## src/rtl/isqrt_pkg.sv

```systemverilog
// Shared types and widths for the sequential integer square-root unit.
// Working remainder carries two guard bits above the final remainder width.
package isqrt_pkg;

  localparam int ROOT_W = 6;
  localparam int OP_W   = 2 * ROOT_W;
  localparam int REM_W  = ROOT_W + 1;
  localparam int RW_W   = ROOT_W + 3;
  localparam int CNT_W  = $clog2(ROOT_W);

  typedef enum logic [1:0] {
    ST_IDLE = 2'd0,
    ST_CALC = 2'd1,
    ST_DONE = 2'd2
  } state_t;

endpackage

```

## src/rtl/isqrt_step.sv

```systemverilog
// One restoring square-root iteration: append the next operand bit pair to the
// remainder and try subtracting (Q<<2)|1; the root gains a 1 when it fits.
module isqrt_step #(
  parameter int ROOT_W = 6
) (
  input  logic [ROOT_W+2:0] i_r,
  input  logic [ROOT_W-1:0] i_q,
  input  logic [1:0]        i_bits,
  output logic [ROOT_W+2:0] o_r,
  output logic [ROOT_W-1:0] o_q
);
  import isqrt_pkg::*;

  logic [ROOT_W+2:0] w_r_sh;
  logic [ROOT_W+2:0] w_t;
  logic              w_ge;

  // Top two remainder bits are always zero here, so the shift loses nothing.
  assign w_r_sh = {i_r[ROOT_W:0], i_bits};
  assign w_t    = {1'b0, i_q, 2'b01};
  assign w_ge   = (w_r_sh >= w_t);
  assign o_r    = w_ge ? (w_r_sh - w_t) : w_r_sh;
  assign o_q    = {i_q[ROOT_W-2:0], w_ge};

endmodule

```

## src/rtl/isqrt_12bit.sv

```systemverilog
// Sequential floor square root of a 2*ROOT_W-bit operand, one root bit per clock,
// with a start/done handshake and registered result outputs.
module isqrt_12bit #(
  parameter int ROOT_W = 6
) (
  input  logic                  clk,
  input  logic                  rst,
  input  logic                  start,
  input  logic [2*ROOT_W-1:0]   p,
  output logic                  busy,
  output logic                  done,
  output logic [ROOT_W-1:0]     root,
  output logic [ROOT_W:0]       rem
);
  import isqrt_pkg::*;

  localparam int CNT_BITS = $clog2(ROOT_W);

  state_t                r_state;
  state_t                w_next;
  logic                  w_accept;
  logic [2*ROOT_W-1:0]   r_op;
  logic [ROOT_W+2:0]     r_r;
  logic [ROOT_W-1:0]     r_q;
  logic [CNT_BITS-1:0]   r_cnt;
  logic                  r_busy;
  logic                  r_done;
  logic [ROOT_W-1:0]     r_root;
  logic [ROOT_W:0]       r_rem;
  logic [ROOT_W+2:0]     w_r_next;
  logic [ROOT_W-1:0]     w_q_next;

  isqrt_step #(.ROOT_W(ROOT_W)) u_step (
    .i_r    (r_r),
    .i_q    (r_q),
    .i_bits (r_op[2*ROOT_W-1 -: 2]),
    .o_r    (w_r_next),
    .o_q    (w_q_next)
  );

  always_comb begin
    w_next   = r_state;
    w_accept = 1'b0;
    case (r_state)
      ST_IDLE: begin
        if (start) begin
          w_next   = ST_CALC;
          w_accept = 1'b1;
        end
      end
      ST_CALC: begin
        if (r_cnt == '0) w_next = ST_DONE;
      end
      ST_DONE: begin
        w_next = ST_IDLE;
        if (start) begin
          w_next   = ST_CALC;
          w_accept = 1'b1;
        end
      end
      default: w_next = ST_IDLE;
    endcase
  end

  always_ff @(posedge clk) begin
    if (rst) begin
      r_state <= ST_IDLE;
      r_op    <= '0;
      r_r     <= '0;
      r_q     <= '0;
      r_cnt   <= '0;
      r_busy  <= 1'b0;
      r_done  <= 1'b0;
      r_root  <= '0;
      r_rem   <= '0;
    end else begin
      r_state <= w_next;
      // Status flags follow the next state so they stay purely registered.
      r_busy  <= (w_next == ST_CALC);
      r_done  <= (w_next == ST_DONE);
      if (w_accept) begin
        r_op  <= p;
        r_r   <= '0;
        r_q   <= '0;
        r_cnt <= CNT_BITS'(ROOT_W - 1);
      end else if (r_state == ST_CALC) begin
        r_op  <= {r_op[2*ROOT_W-3:0], 2'b00};
        r_r   <= w_r_next;
        r_q   <= w_q_next;
        r_cnt <= r_cnt - 1'b1;
        if (r_cnt == '0) begin
          r_root <= w_q_next;
          r_rem  <= w_r_next[ROOT_W:0];
        end
      end
    end
  end

  assign busy = r_busy;
  assign done = r_done;
  assign root = r_root;
  assign rem  = r_rem;

  a_rem_guard_zero : assert property (@(posedge clk) disable iff (rst)
    (r_state == ST_CALC && r_cnt == '0) |-> (w_r_next[ROOT_W+2:ROOT_W+1] == 2'b00));

endmodule
```

## config.mk

```make
export PLATFORM = sky130hd
export DESIGN_NAME = isqrt_12bit
export DESIGN_NICKNAME = d
export VERILOG_FILES = /design/src/rtl/isqrt_pkg.sv /design/src/rtl/isqrt_step.sv /design/src/rtl/isqrt_12bit.sv
export SDC_FILE = /design/constraint.sdc
export NUM_CORES = 1
export LEC_CHECK = 0
export ABC_AREA = 1
export ABC_CLOCK_PERIOD_IN_PS = 3650
export BUFFER_PORTS_ARGS = -buffer_cell sky130_fd_sc_hd__buf_2
export CAP_MARGIN = 40
export CORE_ASPECT_RATIO = 1.5
export CORE_UTILIZATION = 53
export CTS_CLUSTER_DIAMETER = 150
export DETAILED_ROUTE_END_ITERATION = 12
export GPL_ROUTABILITY_DRIVEN = 0
export PLACE_DENSITY = 0.79
export SLEW_MARGIN = 0
export SYNTH_ARGS = -nofsm -noshare
export SYNTH_HDL_FRONTEND = slang
export SYNTH_SLANG_ARGS = --single-unit
```

## constraint.sdc

```tcl
create_clock -name clk -period 3.65 [get_ports clk]
set_input_delay 0.365 -clock clk [delete_from_list [all_inputs] [get_ports clk]]
set_output_delay 0.365 -clock clk [all_outputs]
set_load 0.005 [all_outputs]
```

==> After elaboration in Yosys (flattened, before gate mapping) <==
Cells that the tools add are included.
{ "word_totals": {"reg_bits": 45, "latchBits": 0, "mem_bits_rw": 0, "rom_bits": 0, "input_bits": 15, "output_inout_bits": 15, "elab_cells": 35, "memories": 0} }
{ "classes": {"n_addsub": 2, "n_mul": 0, "div_mod_pow": 0, "order_cmp": 1, "eq_ne": 4, "shifts": 0, "mux": 11, "bitwise": 1, "reduce_logical": 6} }
{ "ops": {"columns": ["op", "count"], "rows": [
  ["2-to-1 mux 12 bit", 2],
  [">= comparator 9 x 8 -> 1 bit", 1],
  ["2-to-1 mux 7 bit", 1],
  ["subtractor 7 bit", 1],
  ["2-to-1 mux 3 bit", 2],
  ["one-hot mux 2 bit (3 select lines)", 1],
  ["equality test 2 x 1 -> 1 bit, second input constant", 2],
  ["equality test 2 bit, second input constant", 2],
  ["2-to-1 mux 2 bit", 2],
  ["OR reduction 2 bit", 2],
  ["logical NOT 3 bit", 1],
  ["2-to-1 mux 1 bit", 3],
  ["AND reduction 3 bit", 1],
  ["subtractor 3 x 1 -> 3 bit, second input constant", 1],
  ["logical NOT 2 bit", 1],
  ["nonzero test 2 bit", 1],
  ["inverter 1 bit", 1]
]} }

==> Longest topological paths before layout <==
{ "depth": {"ltp_word": 5, "ltp_mapped": 12} }

==> Cells and area by module <==
Synthesis repeated with hierarchy kept, for this count alone.
{ "hier_totals": {"hier_cells": 377, "hier_area_um2": 2517.4} }
{ "modules_own_cells": {"columns": ["module", "n_inst", "cells_per_inst", "area_per_inst_um2"], "rows": [
  ["isqrt_12bit", 1, 251, 1843.0],
  ["isqrt_step", 1, 126, 674.4]
]} }

==> Worst setup path after synthesis <==
Ideal clock, no wire load.
{ "synth_path": {"kind": "reg-to-reg", "startpoint": "register r_q[4]", "endpoint": "register r_r[0]", "arrival_time_ns": 1.479, "required_ns": 3.541, "slack_ns": 2.062, "path_stages_with_launch": 11, "cell_sequence": "dfxtp_1 > inv_1 > ha_1 > nand2_1 > nor2_1 > a21oi_4 > nand2_8 > nand2_2 > nand3_1 > nand2_1 > inv_1"} }
{ "synth_between": {"elab_chain_cells": 2} }
{ "synth_rtl": {"columns": ["element", "line_no", "rtl"], "rows": [
  ["start: declaration", "isqrt_12bit.sv:24", "logic [ROOT_W-1:0] r_q;"],
  ["start signal: assignment", "isqrt_12bit.sv:89", "r_q <= w_q_next;"],
  [">= comparator 9 x 8 -> 1 bit", "isqrt_step.sv:21", "assign w_ge = (w_r_sh >= w_t);"],
  ["2-to-1 mux 7 bit", "isqrt_step.sv:22", "assign o_r = w_ge ? (w_r_sh - w_t) : w_r_sh;"],
  ["end signal: assignment", "isqrt_12bit.sv:88", "r_r <= w_r_next;"],
  ["end: declaration", "isqrt_12bit.sv:23", "logic [ROOT_W+2:0] r_r;"]
]} }
No other way between the ends.
A chain may end at the register's enable or synchronous reset.

==> Worst setup path in the final report <==
{ "layout_path": {"startpoint": "register r_cnt[0]", "endpoint": "register r_root[2] (netlist: root[2])"} }
{ "layout_between": {"elab_chain_cells": 2} }
{ "layout_rtl": {"columns": ["element", "line_no", "rtl"], "rows": [
  ["start: declaration", "isqrt_12bit.sv:25", "logic [CNT_BITS-1:0] r_cnt;"],
  ["start signal: assignment", "isqrt_12bit.sv:85", "r_cnt <= CNT_BITS'(ROOT_W - 1);"],
  ["start signal: assignment", "isqrt_12bit.sv:90", "r_cnt <= r_cnt - 1'b1;"],
  ["logical NOT 3 bit", "isqrt_12bit.sv:91", "if (r_cnt == '0) begin"],
  ["AND reduction 3 bit (no source line)", null, null],
  ["end signal: assignment", "isqrt_12bit.sv:92", "r_root <= w_q_next;"],
  ["end: declaration", "isqrt_12bit.sv:28", "logic [ROOT_W-1:0] r_root;"]
]} }
No other way between the ends.

==> flow_metrics.tcl <==
set metrics [dict create \
    synth_edf_count 0 \
    status "complete, no violations" \
    wire_per_inst_um 12.9 \
    cell_internal_pwr_uw 839 \
    syn-instance-count 301 \
    drt_wl_total_um 4800 \
    final_util_pct 62.1 \
    post-route-min-period_ns 2.18 \
    initial_core_util_pct 55.9 \
    synth-async-reset-ratio_pct 0 \
    cts_sinks 45 \
    num_vias 1970 \
    drv_slew 0 \
    ir_worst_vdd_mv 0.398 \
    arrival_ns 2.43 \
    drt_iter0_markers 56 \
    power_per_cell_area_nw_per_um2 524 \
    fillers 366 \
    dr.pass1.iters 4 \
    switchingPower_uw 451 \
    grt_antenna_before_repair 0 \
    tightest_slew_ns 0.791 \
    cts_setup_buffers 0 \
    max_slew_margin_pct 47.2 \
    r2r_cells 9 \
    ys_ff_latch 45 \
    finalSetupViolations 0 \
    met1_usage_pct 25.9 \
    fmax_ghz 0.460 \
    fp.coreArea_um2 3960 \
    grt_max_degree 38 \
    chipHeight_um 81.1 \
    syn-cell-area_um2 2210 \
    min_path_cells 3 \
    rows 28 \
    avgSynthCellArea_um2 7.35 \
    yosysTopAreaCell "dfxtp_1" \
    p_clk_share_pct 27.9 \
    synthAdderAreaFrac_pct 5.65 \
    avgViaCountPerCell 5.28 \
    cts_root_buffer "clkbuf_8" \
    area_delta_synth_final_pct 11.1 \
    synth_xor_area_share_pct 1.19 \
    busiest_layer "met2" \
    place_inst 365 \
    synth_top_family_by_area "simple AND/OR/NAND/NOR gates" \
    path_class "flop to flop" \
    n_antenna_cell 0 \
    power_frac_comb_pct 28.9 \
    numCtsBuffers 5 \
    muxShareOfSynthArea_pct 0 \
    slowest_delay_ns 0.62 \
    period_share_pct 59.6 \
    yosysSeqAreaShare_pct 40.7 \
    synth_top_area_share_pct 40.7 \
    cts_tree "yes" \
    critPathMaxFanout 22 \
    critPathCaptureType "flop" \
    met2_usage_pct 41.8 \
    synth_flop_cell "dfxtp_1" \
    clockBufferDepth 2 \
    clk_pin_slew_ns 0.09 \
    cts_resized 0 \
    fin_nets 352 \
    synth.distinct_cells 27 \
    synth-simple-area-share_pct 28.2 \
    drive_gt1_share_pct 16.8 \
    cp_num_cells 9 \
    gr-total-overflow 0 \
    leakage_nw 1.21 \
    htree_levels 2 \
    grtUsageTotal_pct 24.4 \
    fin_setup_tns_ns 0 \
    mappedNetlistNets 326 \
    ctsHoldBuffers 0 \
    seqPwrFrac_pct 43.2 \
    dieArea_um2 4440 \
    synth-compound-area-share_pct 13.7 \
    stdcell_count 373 \
    maxCapViolations 0 \
    slowest_stage "nor2_2" \
    critPathRequiredTime_ns 3.91 \
    fin_skew_ns 0.00712 \
    startpoint_type "flop" \
    drcViolationCount 0 \
    critPathTopFamily "simple AND/OR/NAND/NOR gates" \
    grt_pass1_vias 1808 \
    clkLatencyLatePin_ns 0.31 \
    yosysWarnings 0 \
    critPathMostFrequentCell "inv_1" \
    cp_cell_sequence "inv_1 > ha_1 > ha_1 > inv_1 > nor2_2 > inv_1 > nor2_1 > nand2_1 > nand2_1" \
    final_antenna_net_count 0 \
    die_w_um 54.8 \
    hold_class "input port to flop" \
    hold_viol 0 \
    netSwitchingFraction_pct 35.0 \
    grt_util_met3_pct 5.43 \
    yosys-top-cells-area "dfxtp_1 (41%), nand2_1 (12%), inv_1 (7.3%), nand3_1 (6.1%), ha_1 (5.7%)" \
    dp_hpwl_um 3470 \
    num_io_pins 30 \
    path_buf_inv 3 \
    rsz0062_at_grt "false" \
    numPortBuffers 29 \
    grt_pass1_wl_um 7790 \
]
==> power groups by stage <==
stage / Clock [mW] / Combinational, mW / Sequential (mW)
floorplan: 0 / 0.296 / 0.565
global placement: 0 / 0.364 / 0.568
detailed placement: 0 / 0.371 / 0.569
CTS: 0.357 / 0.373 / 0.557
global route: 0.376 / 0.422 / 0.563
finish: 0.359 / 0.373 / 0.557
==> worst register-to-register path, cell delays in order (launching register included) <==
cell,delay (ns)
dfxtp_1,0.31
inv_1,0.08
ha_1,0.16
ha_1,0.18
inv_1,0.06
nor2_2,0.62
inv_1,0.27
nor2_1,0.26
nand2_1,0.11
nand2_1,0.07
==> metrics by stage <==
step | setup slack [ns] | total power [mW] | cell area, um^2 | hold WS (ns)
floorplan | 2.06 | 0.861 | 2210 | 0.435
global placement | 1.47 | 0.931 | 2350 | 0.448
detailed placement | 1.53 | 0.940 | 2350 | 0.462
CTS | 1.49 | 1.29 | 2460 | 0.307
global route | 1.22 | 1.36 | 2460 | 0.308
finish | 1.47 | 1.29 | 2460 | 0.305
==> metal layers <==
metal / vias up / wire length, um
met5: - / 0
met3: 21 / 134
met2: 48 / 2470
met1: 891 / 1970
met4: 0 / 226
li1: 1010 / -
==> cells in the mapped netlist (2+ instances only) <==
| cell type | n |
|---|---|
| nand4_1 | 2 |
| o21a_1 | 7 |
| ha_1 | 10 |
| a21oi_1 | 15 |
| nor2_2 | 2 |
| xnor2_1 | 2 |
| nand2_1 | 71 |
| nand2_2 | 8 |
| o21ai_0 | 12 |
| dfxtp_1 | 45 |
| nand3_2 | 2 |
| a211oi_1 | 2 |
| inv_1 | 43 |
| clkbuf_1 | 3 |
| a31oi_1 | 10 |
| nor2_1 | 24 |
| buf_6 | 3 |
| buf_2 | 5 |
| nand3_1 | 27 |
==> area by class of cell <==
cell class                 instances  area (um^2)  share of cell area, %
clock buffer                       7         96.3                   3.92
clock inverter                     1         8.76                  0.356
inverter                          44          165                   6.71
multi-input combinational        201         1080                   43.9
sequential                        45          901                   36.6
tap                               45         56.3                   2.29
timing repair buffer              30          153                   6.21
==> cell usage in the layout, fill, tap and decap left out, types with 2 or more instances in the layout <==
cell / Yosys / final
a21oi_1: 15 / 15
xnor2_1: 2 / 2
nand2_2: 8 / 8
nor2_1: 24 / 23
nand2_1: 71 / 71
nand3_2: 2 / 2
ha_1: 10 / 10
nor2_2: 2 / 3
nand4_1: 2 / 2
nand3_1: 27 / 27
o21a_1: 7 / 7
a211oi_1: 2 / 2
buf_2: 5 / 29
dfxtp_1: 45 / 45
o21ai_0: 12 / 12
clkbuf_8: 0 / 7
inv_1: 43 / 43
a31oi_1: 10 / 10
==> path summary, 6_finish.rpt <==
| path | start | to | slack, ns |
|---|---|---|---|
| setup reg to reg | r_cnt[0] | root[2] | 1.47 |
| hold / removal | p[0] | r_op[0] | 0.31 |
| hold reg to reg | r_op[1] | r_op[1] | 0.47 |
| setup / recovery | r_cnt[0] | root[2] | 1.47 |
==> sequential cells by signal, indices dropped and copies added (netlist names) <==
register	cells
root	6
r_q	6
busy	1
r_state	2
r_op	12
rem	7
r_cnt	3
r_r	7
done	1
==> cells by family (layout without fill, tap and decap cells) <==
logic type / after synthesis / count (layout)
AND/OR/NAND/NOR: 138 / 138
flip-flops: 45 / 45
AO/OA/AOI/OAI: 50 / 50
adder cells (fa/ha/maj): 10 / 10
XOR/XNOR: 3 / 3
buffers and inverters: 55 / 82
No activity file was read; power rests on OpenSTA's default activity.
